## src/rtl/lcd_ctrl_if.sv

```systemverilog
// CPU-side bus of the LCD controller: one-cycle store strobe and data
// towards the peripheral, polled status word back to the CPU read path.
interface lcd_ctrl_if;
    logic        i_wr_en;
    logic [31:0] i_wr_data;
    logic [31:0] o_status;

    // CPU (store side) drives the strobe and data, reads status
    modport master (
        output i_wr_en,
        output i_wr_data,
        input  o_status
    );

    // The LCD controller consumes stores and publishes status
    modport slave (
        input  i_wr_en,
        input  i_wr_data,
        output o_status
    );
endinterface

```

## src/rtl/lcd_ctrl.sv

```systemverilog
// HD44780 character LCD controller, 8-bit mode.
// CPU stores are queued in a small FIFO; the FSM runs the power-up init
// sequence and then replays each queued {RS, byte} with setup, EN pulse and
// execution wait timing. A status word lets software poll busy/overflow.
module lcd_ctrl #(
    parameter int unsigned FIFO_DEPTH = 4,
    parameter int unsigned CNT_W      = 20,
    parameter int unsigned T_POWERUP  = 750000,
    parameter int unsigned T_SETUP    = 2,
    parameter int unsigned T_EN_HIGH  = 12,
    parameter int unsigned T_CMD      = 2000,
    parameter int unsigned T_CLEAR    = 82000
) (
    input  logic         i_clk,
    input  logic         i_reset,
    lcd_ctrl_if.slave    bus,
    output logic [7:0]   o_lcd_data,
    output logic         o_lcd_rs,
    output logic         o_lcd_rw,
    output logic         o_lcd_en,
    output logic         o_lcd_on,
    output logic         o_lcd_blon
);

    localparam int unsigned AW = $clog2(FIFO_DEPTH);
    localparam int unsigned CW = AW + 1;

    // Counter terminal values: the counter starts at 0 on state entry, so a
    // phase of N cycles ends when the counter reads N-1.
    localparam logic [CNT_W-1:0] PWR_LAST   = CNT_W'(T_POWERUP - 1);
    localparam logic [CNT_W-1:0] SETUP_LAST = CNT_W'(T_SETUP - 1);
    localparam logic [CNT_W-1:0] ENHI_LAST  = CNT_W'(T_EN_HIGH - 1);
    localparam logic [CNT_W-1:0] CMD_LAST   = CNT_W'(T_CMD - 1);
    localparam logic [CNT_W-1:0] CLEAR_LAST = CNT_W'(T_CLEAR - 1);
    localparam logic [CW-1:0]    FIFO_FULL  = CW'(FIFO_DEPTH);

    typedef enum logic [2:0] {
        ST_PWRUP     = 3'd0,
        ST_INIT_LOAD = 3'd1,
        ST_IDLE      = 3'd2,
        ST_SETUP     = 3'd3,
        ST_EN_HI     = 3'd4,
        ST_WAIT      = 3'd5
    } state_t;

    // Power-up init command list (function set x3, display on, clear, entry mode)
    function automatic logic [7:0] init_rom(input logic [2:0] idx);
        logic [7:0] val;
        case (idx)
            3'd0, 3'd1, 3'd2: val = 8'h38;
            3'd3:             val = 8'h0C;
            3'd4:             val = 8'h01;
            3'd5:             val = 8'h06;
            default:          val = 8'h00;
        endcase
        return val;
    endfunction

    // ------------------------------------------------------------------
    // Write FIFO
    // ------------------------------------------------------------------
    logic [8:0]    fifo_mem [FIFO_DEPTH];
    logic [AW-1:0] wr_ptr_q, wr_ptr_d;
    logic [AW-1:0] rd_ptr_q, rd_ptr_d;
    logic [CW-1:0] count_q, count_d;
    logic          ovf_q, ovf_d;
    logic          blon_q;
    logic          on_q;

    state_t         state_q, state_d;
    logic [CNT_W-1:0] cnt_q, cnt_d;
    logic [2:0]     idx_q, idx_d;
    logic           init_done_q, init_done_d;
    logic           en_q, en_d;
    logic [7:0]     data_q, data_d;
    logic           rs_q, rs_d;

    logic           fifo_empty;
    logic           fifo_full;
    logic           pop;
    logic           wr_clear;
    logic           wr_data_req;
    logic           push;
    logic           drop;
    logic [CNT_W-1:0] wait_last;
    logic           busy;
    logic [2:0]     status_count;
    logic           unused_wr_bits;

    assign fifo_empty  = (count_q == '0);
    assign fifo_full   = (count_q == FIFO_FULL);
    // IDLE pops whenever something is queued; that frees a slot this cycle
    assign pop         = (state_q == ST_IDLE) && !fifo_empty;
    assign wr_clear    = bus.i_wr_en && bus.i_wr_data[30];
    assign wr_data_req = bus.i_wr_en && !bus.i_wr_data[30];
    assign push        = wr_data_req && (!fifo_full || pop);
    assign drop        = wr_data_req && fifo_full && !pop;

    // Queue bookkeeping: pointers wrap naturally, count tracks occupancy
    always_comb begin
        wr_ptr_d = wr_ptr_q;
        rd_ptr_d = rd_ptr_q;
        ovf_d    = ovf_q;
        if (push) begin
            wr_ptr_d = wr_ptr_q + AW'(1);
        end
        if (pop) begin
            rd_ptr_d = rd_ptr_q + AW'(1);
        end
        count_d = count_q + CW'(push) - CW'(pop);
        if (wr_clear) begin
            ovf_d = 1'b0;
        end else if (drop) begin
            ovf_d = 1'b1;
        end
    end

    // FIFO storage: plain write port, no reset needed on the data array
    always_ff @(posedge i_clk) begin
        if (push) begin
            fifo_mem[wr_ptr_q] <= {bus.i_wr_data[8], bus.i_wr_data[7:0]};
        end
    end

    // FIFO state, sticky overflow, backlight and LCD power registers
    always_ff @(posedge i_clk or negedge i_reset) begin
        if (!i_reset) begin
            wr_ptr_q <= '0;
            rd_ptr_q <= '0;
            count_q  <= '0;
            ovf_q    <= 1'b0;
            blon_q   <= 1'b0;
            on_q     <= 1'b0;
        end else begin
            wr_ptr_q <= wr_ptr_d;
            rd_ptr_q <= rd_ptr_d;
            count_q  <= count_d;
            ovf_q    <= ovf_d;
            on_q     <= 1'b1;
            if (bus.i_wr_en) begin
                blon_q <= bus.i_wr_data[31];
            end
        end
    end

    // ------------------------------------------------------------------
    // Transfer FSM
    // ------------------------------------------------------------------
    // Clear/home (RS=0, 0x01 or 0x02) need the long execution wait
    assign wait_last = (!rs_q && (data_q == 8'h01 || data_q == 8'h02)) ? CLEAR_LAST : CMD_LAST;

    // Next state, pin loads and shared counter
    always_comb begin
        state_d     = state_q;
        idx_d       = idx_q;
        init_done_d = init_done_q;
        en_d        = en_q;
        data_d      = data_q;
        rs_d        = rs_q;
        cnt_d       = cnt_q;
        case (state_q)
            ST_PWRUP: begin
                if (cnt_q == PWR_LAST) begin
                    state_d = ST_INIT_LOAD;
                end
            end
            ST_INIT_LOAD: begin
                rs_d    = 1'b0;
                data_d  = init_rom(idx_q);
                state_d = ST_SETUP;
            end
            ST_IDLE: begin
                if (!fifo_empty) begin
                    {rs_d, data_d} = fifo_mem[rd_ptr_q];
                    state_d        = ST_SETUP;
                end
            end
            ST_SETUP: begin
                if (cnt_q == SETUP_LAST) begin
                    en_d    = 1'b1;
                    state_d = ST_EN_HI;
                end
            end
            ST_EN_HI: begin
                if (cnt_q == ENHI_LAST) begin
                    en_d    = 1'b0;
                    state_d = ST_WAIT;
                end
            end
            ST_WAIT: begin
                if (cnt_q == wait_last) begin
                    if (!init_done_q) begin
                        if (idx_q == 3'd5) begin
                            init_done_d = 1'b1;
                            state_d     = ST_IDLE;
                        end else begin
                            idx_d   = idx_q + 3'd1;
                            state_d = ST_INIT_LOAD;
                        end
                    end else begin
                        state_d = ST_IDLE;
                    end
                end
            end
            default: begin
                en_d    = 1'b0;
                state_d = ST_PWRUP;
            end
        endcase
        // Counter restarts on every state change and saturates otherwise
        if (state_d != state_q) begin
            cnt_d = '0;
        end else if (cnt_q != '1) begin
            cnt_d = cnt_q + CNT_W'(1);
        end
    end

    // FSM state, counter, init progress and LCD pin registers
    always_ff @(posedge i_clk or negedge i_reset) begin
        if (!i_reset) begin
            state_q     <= ST_PWRUP;
            cnt_q       <= '0;
            idx_q       <= '0;
            init_done_q <= 1'b0;
            en_q        <= 1'b0;
            data_q      <= '0;
            rs_q        <= 1'b0;
        end else begin
            state_q     <= state_d;
            cnt_q       <= cnt_d;
            idx_q       <= idx_d;
            init_done_q <= init_done_d;
            en_q        <= en_d;
            data_q      <= data_d;
            rs_q        <= rs_d;
        end
    end

    // ------------------------------------------------------------------
    // Outputs: all derived from registers, nothing combinational from i_wr_en
    // ------------------------------------------------------------------
    assign busy           = (state_q != ST_IDLE) || !fifo_empty;
    assign status_count   = 3'(count_q);
    assign bus.o_status   = {26'd0, status_count, ovf_q, init_done_q, busy};
    assign unused_wr_bits = ^bus.i_wr_data[29:9];

    assign o_lcd_data = data_q;
    assign o_lcd_rs   = rs_q;
    assign o_lcd_rw   = 1'b0;
    assign o_lcd_en   = en_q;
    assign o_lcd_on   = on_q;
    assign o_lcd_blon = blon_q;

endmodule
```

## src/flat_wrapper.sv

```systemverilog
// flat-port wrapper written by rule: the top's interface ports become plain ports
module lcd_ctrl_flat 
#(
    parameter int unsigned FIFO_DEPTH = 4,
    parameter int unsigned CNT_W      = 20,
    parameter int unsigned T_POWERUP  = 750000,
    parameter int unsigned T_SETUP    = 2,
    parameter int unsigned T_EN_HIGH  = 12,
    parameter int unsigned T_CMD      = 2000,
    parameter int unsigned T_CLEAR    = 82000
)
  (i_clk, i_reset, o_lcd_data, o_lcd_rs, o_lcd_rw, o_lcd_en, o_lcd_on, o_lcd_blon, bus_i_wr_en, bus_i_wr_data, bus_o_status);
  lcd_ctrl_if bus_i ();
  input  logic i_clk;
  input  logic i_reset;
  output logic [7:0] o_lcd_data;
  output logic o_lcd_rs;
  output logic o_lcd_rw;
  output logic o_lcd_en;
  output logic o_lcd_on;
  output logic o_lcd_blon;
  input wire logic [$bits(bus_i.i_wr_en)-1:0] bus_i_wr_en;
  input wire logic [$bits(bus_i.i_wr_data)-1:0] bus_i_wr_data;
  output wire logic [$bits(bus_i.o_status)-1:0] bus_o_status;
  assign bus_i.i_wr_en = bus_i_wr_en;
  assign bus_i.i_wr_data = bus_i_wr_data;
  assign bus_o_status = bus_i.o_status;
  lcd_ctrl #(.FIFO_DEPTH(FIFO_DEPTH), .CNT_W(CNT_W), .T_POWERUP(T_POWERUP), .T_SETUP(T_SETUP), .T_EN_HIGH(T_EN_HIGH), .T_CMD(T_CMD), .T_CLEAR(T_CLEAR)) u_core (.i_clk(i_clk), .i_reset(i_reset), .bus(bus_i), .o_lcd_data(o_lcd_data), .o_lcd_rs(o_lcd_rs), .o_lcd_rw(o_lcd_rw), .o_lcd_en(o_lcd_en), .o_lcd_on(o_lcd_on), .o_lcd_blon(o_lcd_blon));
endmodule
```

## config.mk

```make
export PLATFORM = sky130hd
export DESIGN_NAME = lcd_ctrl_flat
export DESIGN_NICKNAME = d
export VERILOG_FILES = /design/src/rtl/lcd_ctrl_if.sv /design/src/rtl/lcd_ctrl.sv /design/src/flat_wrapper.sv
export SDC_FILE = /design/constraint.sdc
export NUM_CORES = 1
export LEC_CHECK = 0
export BUFFER_PORTS_ARGS = -buffer_cell sky130_fd_sc_hd__buf_4
export CORE_MARGIN = 4
export CORE_UTILIZATION = 35
export CTS_BUF_LIST = sky130_fd_sc_hd__clkbuf_16
export DETAILED_ROUTE_END_ITERATION = 6
export SYNTH_ARGS = -nofsm -noshare
export SYNTH_HDL_FRONTEND = slang
export SYNTH_SLANG_ARGS = --single-unit
```

## constraint.sdc

```tcl
create_clock -name i_clk -period 3.6 [get_ports i_clk]
set_input_delay 0.72 -clock i_clk [delete_from_list [all_inputs] [get_ports i_clk]]
set_output_delay 0.72 -clock i_clk [all_outputs]
set_load 0.05 [all_outputs]
```

# Word-level counts from Yosys, hierarchy flattened
# Memories as Yosys holds them, arrays and structs flattened.
# Index checks and enable logic that the tools add are counted.
word_totals:
  wordCells: 98
  ram_bits: 36
  output_inout_bits: 45
  input_bits: 35
  n_memories: 1
  regBits: 47
mem_list:
  columns: ["name", "words", "word_bits", "rd", "rd_ports_with_merged_regs", "wr", "line_no", "text"]
  rows:
  - ["u_core.fifo_mem", 4, 9, 1, 0, 1, "lcd_ctrl.sv:62", "logic [8:0] fifo_mem [FIFO_DEPTH];"]
classes:
  mux: 25
  n_reduce_logical: 27
  n_addsub: 6
  bitwise: 3
  n_eq_ne: 23
ops:
  columns: ["operator", "count"]
  rows:
  - ["20-bit 2-to-1 mux", 2]
  - ["6-bit case mux with 4 select lines", 1]
  - ["20-bit by 1-bit adder with 20-bit output, second input constant", 1]
  - ["20-bit by 1-bit equality test with 1-bit output, second input constant", 1]
  - ["20-bit equality test", 1]
  - ["20-bit equality test, second input constant", 1]
  - ["20-bit by 4-bit equality test with 1-bit output, second input constant", 1]
  - ["20-bit inequality test, second input constant", 1]
  - ["3-bit case mux with 6 select lines", 1]
  - ["17-bit 2-to-1 mux", 1]
  - ["8-bit case mux with 2 select lines", 1]
  - ["3-bit equality test, second input constant", 5]
  - ["3-bit 2-to-1 mux", 5]
  - ["3-bit by 2-bit equality test with 1-bit output, second input constant", 4]
  - ["3-bit logical NOT", 3]
  - ["1-bit 2-to-1 mux", 9]
  - ["8-bit by 1-bit equality test with 1-bit output, second input constant", 1]
  - ["8-bit by 2-bit equality test with 1-bit output, second input constant", 1]
  - ["8-bit 2-to-1 mux", 1]
  - ["1-bit logical AND", 7]
  - ["3-bit by 1-bit equality test with 1-bit output, second input constant", 2]
  - ["2-bit nonzero test", 3]
  - ["1-bit logical NOT", 5]
  - ["2-bit by 1-bit adder with 2-bit output, second input constant", 2]
  - ["17 further kinds", 24]

# Longest topological paths before layout
depth:
  ltp_word: 9
  depth_mapped: 10
  depth_no_buf: 9

# Worst setup path before layout
# OpenSTA, ideal clock, no wires.
synth_path:
  kind: "reg2reg"
  start: "register u_core.state_q[0]"
  end: "register u_core.count_q[2]"
  required_time_ps: 3458
  path_stages_with_launch: 11
  t_arrival_ps: 2427
  path_buffers: 1
  period_less_slack_ps: 2569
  setup_time_ps: 142
  setup_slack_ps: 1031
  path_cell_list: "dfrtp_1 -> clkbuf_1 -> or3b_2 -> nor2_2 -> ha_1 -> inv_1 -> ha_1 -> inv_1 -> fa_1 -> xnor2_1 -> xnor2_1"
synth_via:
  elab_chain_len: 6
synth_rtl:
  columns: ["item", "line_no", "text"]
  rows:
  - ["from (decl)", "lcd_ctrl.sv:70", "state_t state_q, state_d;"]
  - ["from (signal assigned)", "lcd_ctrl.sv:229", "state_q <= state_d;"]
  - ["3-bit by 2-bit equality test with 1-bit output (*)", "lcd_ctrl.sv:93", "assign pop = (state_q == ST_IDLE) && !fifo_empty;"]
  - ["1-bit logical AND (*)", "lcd_ctrl.sv:93", null]
  - ["net u_core.pop", "lcd_ctrl.sv:80", "logic pop;"]
  - ["1-bit logical OR", "lcd_ctrl.sv:96", "assign push = wr_data_req && (!fifo_full || pop);"]
  - ["1-bit logical AND", "lcd_ctrl.sv:96", null]
  - ["3-bit by 1-bit adder with 3-bit output", "lcd_ctrl.sv:110", "count_d = count_q + CW'(push) - CW'(pop);"]
  - ["3-bit by 1-bit subtractor with 3-bit output (*)", "lcd_ctrl.sv:110", null]
  - ["net u_core.count_d[2]", "lcd_ctrl.sv:65", "logic [CW-1:0] count_q, count_d;"]
  - ["to (signal assigned)", "lcd_ctrl.sv:137", "count_q <= count_d;"]
  - ["to (decl)", "lcd_ctrl.sv:65", null]
# Mark *: on every way through the listed nets, which the timed path passes. The rest lies on a longest branch.
# A chain may end at the register's enable or synchronous reset.

# Final worst setup path
layout_path:
  start: "register u_core.state_q[2]"
  end: "register u_core.count_q[2]"
# Same word-level chain as after synthesis.

==> key figures <==
Critical path
  • Reg2reg end: u_core.count_q[2]
  • Worst setup path start: u_core.state_q[2]
  • Worst-case reg-to-reg path depth: 9
  • R2R Path Start: u_core.state_q[2]
  • Crit path capture type: register
  • Critical Path AT: 3.00 ns
  • CP Class: reg -> reg
  • Crit path max fanout: 13
  • Worst EP required: 3.83 ns
  • Internal reg-to-reg setup slack: 0.83 ns
  • CP Launch Type: register

Route
  • Via count: 2696
  • DR vias/cell: 4.911
  • DRT Pass-1 Iters: 4
  • Antenna-violating nets left: 0
  • Drt initial violations: 143
  • DR WL/cell: 14.51 um
  • Routed wire length: 7966 um
  • DRC: 0

Timing
  • Tightest Pin Transition: 0.7915 ns
  • Final period util: 76.92%
  • Final Setup Violations: 0
  • Setup TNS: 0 ns
  • Hold slack final: 0.3815 ns
  • Final min period: 2.769 ns
  • Final Hold Viols: 0
  • RSZ-0062 raised after global routing: no
  • Slew margin rel.: 47.12%
  • Final slew viol count: 0
  • Clk_skew: 0.008761 ns
  • Max Freq: 361.1 MHz

Clock tree
  • # H-tree levels: 3
  • CTS Buffer Depth: 2
  • CTS tree: built
  • Setup bufs post-CTS: 0
  • CTS buffer count: 9
  • Clock Latency Late Sink: 0.34 ns
  • Root Buffer: clkbuf_16
  • Clk slew on worst S/H paths: 0.06 ns
  • Clk sinks: 83
  • CTS resizes: 0
  • CTS Hold Buffers Added: 0

Floorplanning
  • CORE AREA: 11560 sq um
  • Row count: 39
  • Chip height: 117.6 um
  • # IOs: 80
  • Die W: 117.6 um
  • Starting density of the core: 36.32%
  • Die ar.: 13820 sq um

GRT
  • Largest net degree at the start of global routing: 48
  • Initial antenna violation count: 0
  • First-pass GRT wire length: 13570 um
  • Vias in the first global route: 2742
  • Remaining global-route overflow: 0
  • GRT Resource Usage Total: 12.31%

Layout
  • Final Util: 41.20%
  • Inserted Diodes: 0
  • Final #Nets: 450
  • Ratio of cells with drive above 1 in the final layout: 17.73%
  • Post-route non-filler standard cell count: 549
  • Layout area overhead: 13.43%

Placement
  • Dpl cells: 533
  • Post-DP HPWL: 5718 um
  • Global placement routability congestion: 0.7929
  • I/O Buffers: 31

Logic synthesis
  • Count leader, synth: dfrtp_1
  • Mapped Cells: 371
  • Yosys warning total: 0
  • Avg Inst Size Synth: 11.32 sq um
  • Synth top cells by count: dfrtp_1, edfxtp_1, nor2_1, buf_4, nand2_1
  • Synth cell types: 53
  • Synth top area cells: dfrtp_1, edfxtp_1, buf_4
  • Cell taking the most area after synthesis: dfrtp_1
  • Ys flop type: dfrtp_1
  • Post-synth ARST share: 56.63%
  • Netlist Area Pre-Place: 4200 sq um
  • Share of the synthesized area in the top cell type: 28.00%
  • Sequential-to-total area share from yosys stat: 53.74%
  • FF+latch count, synth: 83
  • EDFF count, synth: 36

Power
  • Cell Pwr Density: 506.3 nW/um^2
  • LEAKAGE: 1.934 nW
  • Power Total: 2.412 mW
  • VDD IR-drop max: 0.3776 mV

Min path
  • Hold Path Class: in -> async

Run status
  • Status: finished clean

Flow run
  • Max Cap Viol: 0
[logic make-up (layout without fill, tap and decap cells)]
group / after synthesis / count (layout) / synth area share (%)
buf+inv: 54 / 63 / 7.566
other cells: 2 / 28 / 0.1788
flops: 83 / 83 / 53.74
fa+ha+maj: 14 / 14 / 4.349
xor+xnor: 20 / 20 / 4.170
simple gates: 144 / 144 / 18.11
compound gates: 41 / 41 / 6.047
mux: 13 / 13 / 5.838
[area by class of cell]
| cell class | instances | area [sq um] |
|---|---|---|
| Fill cell | 1080 | 6800 |
| Sequential cell | 83 | 2257 |
| Multi-Input combinational cell | 260 | 1723 |
| Timing Repair Buffer | 34 | 255.2 |
| Clock buffer | 9 | 225.2 |
| Tap cell | 143 | 178.9 |
| Clock inverter | 7 | 76.32 |
| Inverter | 13 | 48.80 |
[report_power, final]
| part | internal, mW | total, mW | switching [mW] |
|---|---|---|---|
| clock | 0.543 | 0.922 | 0.379 |
| combinational | 0.113 | 0.373 | 0.260 |
| sequential | 1.07 | 1.12 | 0.0454 |
[critical path, cell delays in order (launching register included)]
cell,delay [ns]
dfrtp_1,0.52
or3b_2,0.57
nor2_2,0.37
ha_1,0.31
inv_1,0.05
ha_1,0.13
inv_1,0.05
fa_1,0.38
xnor2_1,0.15
xnor2_1,0.13
[how the worst max path moves through the flow]
stage | to | slack (ns)
detailed placement | u_core.count_q[2] | 0.81
finish | u_core.count_q[2] | 0.83
global route | u_core.count_q[2] | 0.62
CTS | u_core.count_q[2] | 0.81
global placement | u_core.count_q[2] | 0.88
floorplan | u_core.count_q[2] | 1.03
[placed cells by master (no fill, tap or decap), drive strengths merged, types with 3 or more instances in the layout]
cell and n:
dfrtp 47, nor2 38, edfxtp 36, buf 34, nand2 31, conb 28
inv 17, o21ai 14, nand3 13, ha 13, nor3 12, xnor2 11
a21oi 9, xor2 9, mux4 9, clkbuf 9, nand4 8, nor3b 5
and3 5, and2 5, nand2b 4, or2 4, and4 4, o31ai 3
nor4 3, or3 3, a211oi 3
[layer usage]
layer	track usage, %	up-vias	share of wire [%]
met4	4.762	0	1.5
met1	14.89	1306	45
met3	3.604	9	4.3
met2	20.77	57	50
li1	-	1324	-
met5	0	-	0
[flip-flops by register name, indices dropped and copies added, names as in the netlist, 2 cells and up]
name and count:
u_core.cnt_q 20, u_core.count_q 3, u_core.fifo_mem 36, u_core.idx_q 3
u_core.o_lcd_data 8, u_core.rd_ptr_q 2, u_core.state_q 3, u_core.wr_ptr_q 2
[per-stage QoR]
step,area (sq um),worst slack [ns]
floorplan,4298,1.031
global placement,4463,0.8794
detailed placement,4463,0.8128
CTS,4765,0.8083
global route,4765,0.6185
finish,4765,0.8307
Note: power is estimated with default switching activity, not from simulation.
